## src/rtl/pic_init_sequencer.sv

```systemverilog
// pic_init_sequencer
//   Command-sequencing controller for an 8259-style PIC. Host bus writes are
//   synchronized, qualified by chip select, and committed on the trailing
//   (rising) edge of wr_n. Committed writes walk ICW1 -> ICW2 -> [ICW3] ->
//   [ICW4], then decode OCW1/OCW2/OCW3 in the READY state.
//
// Parameters
//   SYNC_STAGES  flop stages on cs_n/wr_n/a0/din before edge detection (1..4)
//
// Optional build macro
//   PIC_SEQ_ERR_EN  adds sticky output seq_err, set by any ignored commit and
//                   cleared by ICW1 or rst. Undefined: port and logic absent.
//
// Ports
//   clk, rst          system clock, synchronous active-high reset
//   cs_n, wr_n        host chip select / write strobe (active low, async)
//   a0, din[7:0]      host address bit and write data (async)
//   init_done         high while in READY
//   vec_base[4:0]     ICW2[7:3]
//   sngl, ltim        ICW1 D1, D3
//   cas_cfg[7:0]      ICW3 value
//   aeoi, sfnm        ICW4 D1, D4
//   buf_ms[1:0]       ICW4 D3:D2
//   imr[7:0]          interrupt mask (OCW1), FF out of reset
//   ocw2_stb, ocw2    one-cycle strobe and last OCW2 byte
//   read_sel          status read select (0 IRR, 1 ISR)
//   poll_stb          one-cycle poll command pulse
//   smm               special mask mode
//   init_stb          one-cycle pulse on every accepted ICW1
//   seq_err           sticky sequence error (PIC_SEQ_ERR_EN only)

module pic_init_sequencer #(
  parameter int unsigned SYNC_STAGES = 2
) (
  input  logic       clk,
  input  logic       rst,
  input  logic       cs_n,
  input  logic       wr_n,
  input  logic       a0,
  input  logic [7:0] din,
  output logic       init_done,
  output logic [4:0] vec_base,
  output logic       sngl,
  output logic       ltim,
  output logic [7:0] cas_cfg,
  output logic       aeoi,
  output logic       sfnm,
  output logic [1:0] buf_ms,
  output logic [7:0] imr,
  output logic       ocw2_stb,
  output logic [7:0] ocw2,
  output logic       read_sel,
  output logic       poll_stb,
  output logic       smm,
  output logic       init_stb
`ifdef PIC_SEQ_ERR_EN
  ,
  output logic       seq_err
`endif
);

  typedef enum logic [2:0] {
    StUninit,
    StIcw2,
    StIcw3,
    StIcw4,
    StReady
  } state_e;

  // ---------------------------------------------------------------------------
  // Input synchronizers
  // ---------------------------------------------------------------------------
  logic [SYNC_STAGES-1:0] cs_sync_q;
  logic [SYNC_STAGES-1:0] wr_sync_q;
  logic [SYNC_STAGES-1:0] a0_sync_q;
  logic [7:0]             din_sync_q [SYNC_STAGES];

  always_ff @(posedge clk) begin
    if (rst) begin
      // Strobes idle high so reset release never looks like a write.
      cs_sync_q <= '1;
      wr_sync_q <= '1;
      a0_sync_q <= '0;
      for (int i = 0; i < SYNC_STAGES; i++) begin
        din_sync_q[i] <= '0;
      end
    end else begin
      cs_sync_q[0]  <= cs_n;
      wr_sync_q[0]  <= wr_n;
      a0_sync_q[0]  <= a0;
      din_sync_q[0] <= din;
      for (int i = 1; i < SYNC_STAGES; i++) begin
        cs_sync_q[i]  <= cs_sync_q[i-1];
        wr_sync_q[i]  <= wr_sync_q[i-1];
        a0_sync_q[i]  <= a0_sync_q[i-1];
        din_sync_q[i] <= din_sync_q[i-1];
      end
    end
  end

  logic       cs_s;
  logic       wr_s;
  logic       a0_s;
  logic [7:0] din_s;

  assign cs_s  = cs_sync_q[SYNC_STAGES-1];
  assign wr_s  = wr_sync_q[SYNC_STAGES-1];
  assign a0_s  = a0_sync_q[SYNC_STAGES-1];
  assign din_s = din_sync_q[SYNC_STAGES-1];

  // ---------------------------------------------------------------------------
  // Write capture and commit
  // ---------------------------------------------------------------------------
  logic       wr_prev_q;
  logic       pend_q;
  logic       hold_a0_q;
  logic [7:0] hold_din_q;
  logic       wr_commit;

  // Commit only on a wr_n rise that follows at least one cs-qualified sample.
  assign wr_commit = pend_q & wr_s & ~wr_prev_q;

  always_ff @(posedge clk) begin
    if (rst) begin
      wr_prev_q  <= 1'b1;
      pend_q     <= 1'b0;
      hold_a0_q  <= 1'b0;
      hold_din_q <= 8'h00;
    end else begin
      wr_prev_q <= wr_s;
      if (!wr_s && !cs_s) begin
        pend_q     <= 1'b1;
        hold_a0_q  <= a0_s;
        hold_din_q <= din_s;
      end else if (wr_commit) begin
        pend_q <= 1'b0;
      end
    end
  end

  // ---------------------------------------------------------------------------
  // Sequencer FSM and configuration registers
  // ---------------------------------------------------------------------------
  state_e     state_q, state_d;
  logic       ic4_q, ic4_d;
  logic [4:0] vec_base_q, vec_base_d;
  logic       sngl_q, sngl_d;
  logic       ltim_q, ltim_d;
  logic [7:0] cas_cfg_q, cas_cfg_d;
  logic       aeoi_q, aeoi_d;
  logic       sfnm_q, sfnm_d;
  logic [1:0] buf_ms_q, buf_ms_d;
  logic [7:0] imr_q, imr_d;
  logic       ocw2_stb_q, ocw2_stb_d;
  logic [7:0] ocw2_q, ocw2_d;
  logic       read_sel_q, read_sel_d;
  logic       poll_stb_q, poll_stb_d;
  logic       smm_q, smm_d;
  logic       init_stb_q, init_stb_d;
  logic       is_icw1;
  logic       commit_ignored;

  assign is_icw1 = ~hold_a0_q & hold_din_q[4];

  always_comb begin
    state_d        = state_q;
    ic4_d          = ic4_q;
    vec_base_d     = vec_base_q;
    sngl_d         = sngl_q;
    ltim_d         = ltim_q;
    cas_cfg_d      = cas_cfg_q;
    aeoi_d         = aeoi_q;
    sfnm_d         = sfnm_q;
    buf_ms_d       = buf_ms_q;
    imr_d          = imr_q;
    ocw2_stb_d     = 1'b0;
    ocw2_d         = ocw2_q;
    read_sel_d     = read_sel_q;
    poll_stb_d     = 1'b0;
    smm_d          = smm_q;
    init_stb_d     = 1'b0;
    commit_ignored = 1'b0;

    if (wr_commit) begin
      if (is_icw1) begin
        // ICW1 restarts initialization from any state.
        state_d    = StIcw2;
        sngl_d     = hold_din_q[1];
        ltim_d     = hold_din_q[3];
        ic4_d      = hold_din_q[0];
        imr_d      = 8'h00;
        smm_d      = 1'b0;
        read_sel_d = 1'b0;
        aeoi_d     = 1'b0;
        sfnm_d     = 1'b0;
        buf_ms_d   = 2'b00;
        cas_cfg_d  = 8'h00;
        init_stb_d = 1'b1;
      end else begin
        case (state_q)
          StUninit: begin
            commit_ignored = 1'b1;
          end
          StIcw2: begin
            if (hold_a0_q) begin
              vec_base_d = hold_din_q[7:3];
              if (!sngl_q) begin
                state_d = StIcw3;
              end else if (ic4_q) begin
                state_d = StIcw4;
              end else begin
                state_d = StReady;
              end
            end else begin
              commit_ignored = 1'b1;
            end
          end
          StIcw3: begin
            if (hold_a0_q) begin
              cas_cfg_d = hold_din_q;
              state_d   = ic4_q ? StIcw4 : StReady;
            end else begin
              commit_ignored = 1'b1;
            end
          end
          StIcw4: begin
            if (hold_a0_q) begin
              aeoi_d   = hold_din_q[1];
              buf_ms_d = hold_din_q[3:2];
              sfnm_d   = hold_din_q[4];
              state_d  = StReady;
            end else begin
              commit_ignored = 1'b1;
            end
          end
          StReady: begin
            if (hold_a0_q) begin
              imr_d = hold_din_q;
            end else if (!hold_din_q[3]) begin
              // din[4] is known 0 here, so din[4:3] == 00 selects OCW2.
              ocw2_d     = hold_din_q;
              ocw2_stb_d = 1'b1;
            end else begin
              if (hold_din_q[1]) begin
                read_sel_d = hold_din_q[0];
              end
              if (hold_din_q[2]) begin
                poll_stb_d = 1'b1;
              end
              if (hold_din_q[6]) begin
                smm_d = hold_din_q[5];
              end
            end
          end
          default: begin
            state_d = StUninit;
          end
        endcase
      end
    end
  end

  always_ff @(posedge clk) begin
    if (rst) begin
      state_q    <= StUninit;
      ic4_q      <= 1'b0;
      vec_base_q <= 5'd0;
      sngl_q     <= 1'b0;
      ltim_q     <= 1'b0;
      cas_cfg_q  <= 8'h00;
      aeoi_q     <= 1'b0;
      sfnm_q     <= 1'b0;
      buf_ms_q   <= 2'b00;
      imr_q      <= 8'hFF;
      ocw2_stb_q <= 1'b0;
      ocw2_q     <= 8'h00;
      read_sel_q <= 1'b0;
      poll_stb_q <= 1'b0;
      smm_q      <= 1'b0;
      init_stb_q <= 1'b0;
    end else begin
      state_q    <= state_d;
      ic4_q      <= ic4_d;
      vec_base_q <= vec_base_d;
      sngl_q     <= sngl_d;
      ltim_q     <= ltim_d;
      cas_cfg_q  <= cas_cfg_d;
      aeoi_q     <= aeoi_d;
      sfnm_q     <= sfnm_d;
      buf_ms_q   <= buf_ms_d;
      imr_q      <= imr_d;
      ocw2_stb_q <= ocw2_stb_d;
      ocw2_q     <= ocw2_d;
      read_sel_q <= read_sel_d;
      poll_stb_q <= poll_stb_d;
      smm_q      <= smm_d;
      init_stb_q <= init_stb_d;
    end
  end

`ifdef PIC_SEQ_ERR_EN
  logic seq_err_q;

  always_ff @(posedge clk) begin
    if (rst) begin
      seq_err_q <= 1'b0;
    end else if (wr_commit && is_icw1) begin
      seq_err_q <= 1'b0;
    end else if (commit_ignored) begin
      seq_err_q <= 1'b1;
    end
  end

  assign seq_err = seq_err_q;
`else
  logic unused_commit_ignored;
  assign unused_commit_ignored = commit_ignored;
`endif

  assign init_done = (state_q == StReady);
  assign vec_base  = vec_base_q;
  assign sngl      = sngl_q;
  assign ltim      = ltim_q;
  assign cas_cfg   = cas_cfg_q;
  assign aeoi      = aeoi_q;
  assign sfnm      = sfnm_q;
  assign buf_ms    = buf_ms_q;
  assign imr       = imr_q;
  assign ocw2_stb  = ocw2_stb_q;
  assign ocw2      = ocw2_q;
  assign read_sel  = read_sel_q;
  assign poll_stb  = poll_stb_q;
  assign smm       = smm_q;
  assign init_stb  = init_stb_q;

endmodule

```

## config.mk

```make
export PLATFORM = sky130hd
export DESIGN_NAME = pic_init_sequencer
export DESIGN_NICKNAME = d
export VERILOG_FILES = /design/src/rtl/pic_init_sequencer.sv
export SDC_FILE = /design/constraint.sdc
export NUM_CORES = 1
export LEC_CHECK = 0
export CORE_MARGIN = 8
export CORE_UTILIZATION = 50
export DETAILED_ROUTE_END_ITERATION = 12
export GPL_TIMING_DRIVEN = 0
export PLACE_DENSITY = 0.77
export REMOVE_ABC_BUFFERS = 1
export SKIP_LAST_GASP = 1
export SYNTH_ARGS = -nofsm -noshare
export SYNTH_HDL_FRONTEND = slang
export SYNTH_SLANG_ARGS = --single-unit
```

## constraint.sdc

```tcl
create_clock -name clk -period 4.77 [get_ports clk]
set_clock_uncertainty 0.15 [all_clocks]
set_input_delay 0.954 -clock clk [delete_from_list [all_inputs] [get_ports clk]]
set_output_delay 0.954 -clock clk [all_outputs]
set_load 0.02 [all_outputs]
```

==> flow_summary.rst <==
.. list-table::
   :header-rows: 1

   * - Metric
     - Value
   * - Placed Cells incl. Taps
     - 390
   * - Via-per-instance ratio
     - 5.153
   * - Top-level I/O count
     - 54
   * - Number of setup violations in the final report
     - 0
   * - Power per cell area
     - 329.8 nW/um^2
   * - Number of remaining DRC errors
     - 0
   * - Final Slew Violations
     - 0
   * - Overall power consumption
     - 0.001152 W
   * - CTS max path bufs
     - 2
   * - Synthesized instance count
     - 285
   * - Remaining global-route overflow
     - 0
   * - Number of global-route vias before repair
     - 2075
   * - Resize count post-CTS
     - 0
   * - Placer's final routability congestion estimate
     - 0.8154
   * - Setup_tns
     - 0 ns
   * - Flip-flop cell with the highest count after synthesis
     - sky130_fd_sc_hd__dfxtp_1
   * - Yosys Warn Count
     - 0
   * - Share of synthesized area occupied by flip-flops and latches
     - 55.40%
   * - Remaining antenna violation count after routing
     - 0
   * - Final hold violation count
     - 0
   * - Cts bufs inserted
     - 9
   * - Total half-perimeter wirelength after legalization and detailed placement
     - 3.980 mm
   * - Detailed-route wire length per cell
     - 14.29 um
   * - Number of standard cells in the final layout excluding fillers
     - 406
   * - Critical path class
     - reg2out
   * - CP cell instances
     - or3b_4 -> inv_1 -> clkdlybuf4s50_1
   * - Total Routing Usage GR
     - 15.32%
   * - Clk pin slew, worst setup/hold paths
     - 0.07 ns
   * - Arrival time of data at the critical path endpoint
     - 2.01 ns
   * - RSZ-0062 raised after global routing
     - no
   * - Transition at the pin with the smallest max-transition slack
     - 0.7872 ns
   * - Total number of placement rows
     - 27
   * - Delay contributed by the slowest stage of the critical path
     - 0.62 ns
   * - Number of synthesized flops with an enable pin
     - 0
   * - Number of detailed-routing iterations run before antenna repair
     - 5
   * - Master cell of the clock root buffer
     - sky130_fd_sc_hd__clkbuf_8
   * - Commonest cells after routing, fill and taps aside
     - sky130_fd_sc_hd__dfxtp_1, sky130_fd_sc_hd__clkdlybuf4s50_1, sky130_fd_sc_hd__nand2_1
   * - Distinct cells, synth
     - 41
   * - Die outline area
     - 8121 sq um
   * - Starting DRC count in detailed routing
     - 112
   * - Area taken by multi-input logic gates
     - 1142 sq um
   * - Worst ir drop on vdd
     - 0.1858 mV
   * - Endpoint kind of the worst setup timing path
     - output port
   * - Die span in x
     - 90.12 um
   * - Fraction of the core area covered by cells at the end of the flow
     - 64.65%
   * - Worst Setup Start Kind
     - register
   * - Clock network latency to the later pin of the worst-skew pair
     - 0.34 ns
   * - Initial cell density of the core
     - 50.81%
   * - Via count
     - 2092
   * - H-tree depth reported by CTS
     - 3
   * - Count of hold-fix buffers inserted at cts
     - 0
   * - CTS tree
     - yes
   * - Worst max-slew margin expressed relative to the limit
     - 47.52%
   * - Yosys reg bits
     - 76
   * - Required @ worst endpoint
     - 3.67 ns
   * - Port Buffer Count
     - 52
   * - Sink Count
     - 76
   * - Async set-reset flop share out of synthesis
     - 0%
   * - Maximum fanout along the worst path
     - 13
   * - Maximum number of pins on one net before global-route repair
     - 44
   * - Commonest non-fill, non-tap cell in the layout
     - sky130_fd_sc_hd__dfxtp_1
   * - Avg Inst Size Synth
     - 9.636 sq um
   * - Net count, final
     - 342
   * - Height of the chip
     - 90.12 um
   * - Fraction of final layout cells sized beyond drive strength 1
     - 8.383%
   * - Status
     - finished, final reports clean
   * - Post-synthesis cell area
     - 2746 sq um
   * - P&R area growth vs syn
     - 27.24%
   * - Routed WL
     - 5.800 mm
   * - Register area
     - 1521 sq um
   * - Post-CTS setup buffer count
     - 0
   * - Fraction of the cycle the final worst path needs
     - 65.25%
   * - Antenna cells
     - 0
   * - First-pass GRT wire length
     - 10.18 mm
   * - Upper clock frequency limit
     - 0.3213 GHz
   * - Minimum clock period after layout
     - 3.113 ns
   * - Filler cell count in the final layout
     - 472
   * - Path type of the worst min-delay path
     - reg2reg
   * - Number of antenna violations at the first check in global routing
     - 0
   * - Slowest stage cell on the critical path
     - sky130_fd_sc_hd__clkdlybuf4s50_1
   * - Placeable core region
     - 5405 sq um
   * - Cell leakage power
     - 1.181 nW
   * - Total of max-cap violations
     - 0
[state kept, by name, indices dropped and copies added, names as in the netlist, 2 cells and up]
| signal | count |
|---|---|
| a0_sync_q | 2 |
| buf_ms | 2 |
| cas_cfg | 8 |
| cs_sync_q | 2 |
| din_sync_q | 16 |
| hold_din_q | 8 |
| imr | 8 |
| ocw2 | 7 |
| state_q | 3 |
| vec_base | 5 |
| wr_sync_q | 2 |
[cell usage after synthesis (2+ instances only)]
master | number | area share, %
sky130_fd_sc_hd__nor2b_1 | 20 | 4.6
sky130_fd_sc_hd__nand3_1 | 4 | 0.73
sky130_fd_sc_hd__nand2_1 | 35 | 4.8
sky130_fd_sc_hd__nand2b_1 | 5 | 1.1
sky130_fd_sc_hd__o31ai_1 | 2 | 0.55
sky130_fd_sc_hd__nand3b_1 | 2 | 0.55
sky130_fd_sc_hd__and2_1 | 5 | 1.1
sky130_fd_sc_hd__a211oi_1 | 2 | 0.55
sky130_fd_sc_hd__mux2i_1 | 14 | 5.1
sky130_fd_sc_hd__o21ai_0 | 8 | 1.5
sky130_fd_sc_hd__a221o_1 | 8 | 2.9
sky130_fd_sc_hd__nor3_1 | 3 | 0.55
sky130_fd_sc_hd__nand4b_1 | 3 | 0.96
sky130_fd_sc_hd__nor3b_1 | 3 | 0.82
sky130_fd_sc_hd__a21oi_1 | 24 | 4.4
sky130_fd_sc_hd__o21ai_1 | 2 | 0.36
sky130_fd_sc_hd__clkbuf_1 | 18 | 2.5
sky130_fd_sc_hd__nor2_1 | 22 | 3.0
sky130_fd_sc_hd__or2_2 | 7 | 1.6
sky130_fd_sc_hd__dfxtp_1 | 76 | 55
sky130_fd_sc_hd__a32o_1 | 2 | 0.73
[final timing paths]
path,from,end,slack (ns),cells past startpoint
min,cs_sync_q[0],cs_sync_q[1],0.26,1
min reg2reg,cs_sync_q[0],cs_sync_q[1],0.26,1
max reg2reg,wr_sync_q[1],ocw2[2],2.63,4
max,state_q[0],init_done,1.66,3
[layer usage]
metal / share of wire (%) / vias up / GRT usage, %
met5: 0 / - / 0
met4: 2.3 / 0 / 9.709
met3: 4.6 / 12 / 4.489
met2: 47 / 59 / 23.25
met1: 46 / 955 / 18.61
li1: - / 1066 / -
[cells by family after synthesis]
family	Yosys count	share of synthesized area, %
AOI/OAI and AO/OA	55	12.89
other	1	0.1365
buffers and inverters	21	3.006
DFF	76	55.40
xor gates and xnor gates	1	0.3190
muxes	14	5.102
and+or+nand+nor	117	23.14
[area by class of cell]
class | instances | area share (%)
Inverter | 1 | 0.1074
Sequential cell | 76 | 43.54
Tap cell | 72 | 2.578
Multi-Input combinational cell | 188 | 32.69
Clock inverter | 4 | 1.396
Timing Repair Buffer | 53 | 15.54
Clock buffer | 12 | 4.153
[where the power goes]
part	switching (W)	leakage, nW	internal, W	total (W)
combinational	0.0000136	0.463	0.0000156	0.0000292
sequential	0.00000256	0.617	0.000643	0.000646
clock	0.000222	0.100	0.000256	0.000478
total	0.000238	1.18	0.000914	0.00115
[critical path, delay by kind of cell (launching register included)]
kind	cells	cell delay [ns]
buf+inv	2	0.75
simple gates	1	0.48
flops	1	0.44
[per-stage QoR]
| stage | hold WS (ns) | cell area (sq um) | worst slack [ns] |
|---|---|---|---|
| floorplan | 0.2395 | 2668 | 2.643 |
| global placement | 0.2409 | 3278 | 0.7243 |
| detailed placement | 0.2432 | 3301 | 2.029 |
| CTS | 0.2609 | 3495 | 1.654 |
| global route | 0.2838 | 3495 | 1.570 |
| finish | 0.2593 | 3495 | 1.657 |
Note: power is estimated with default switching activity, not from simulation.
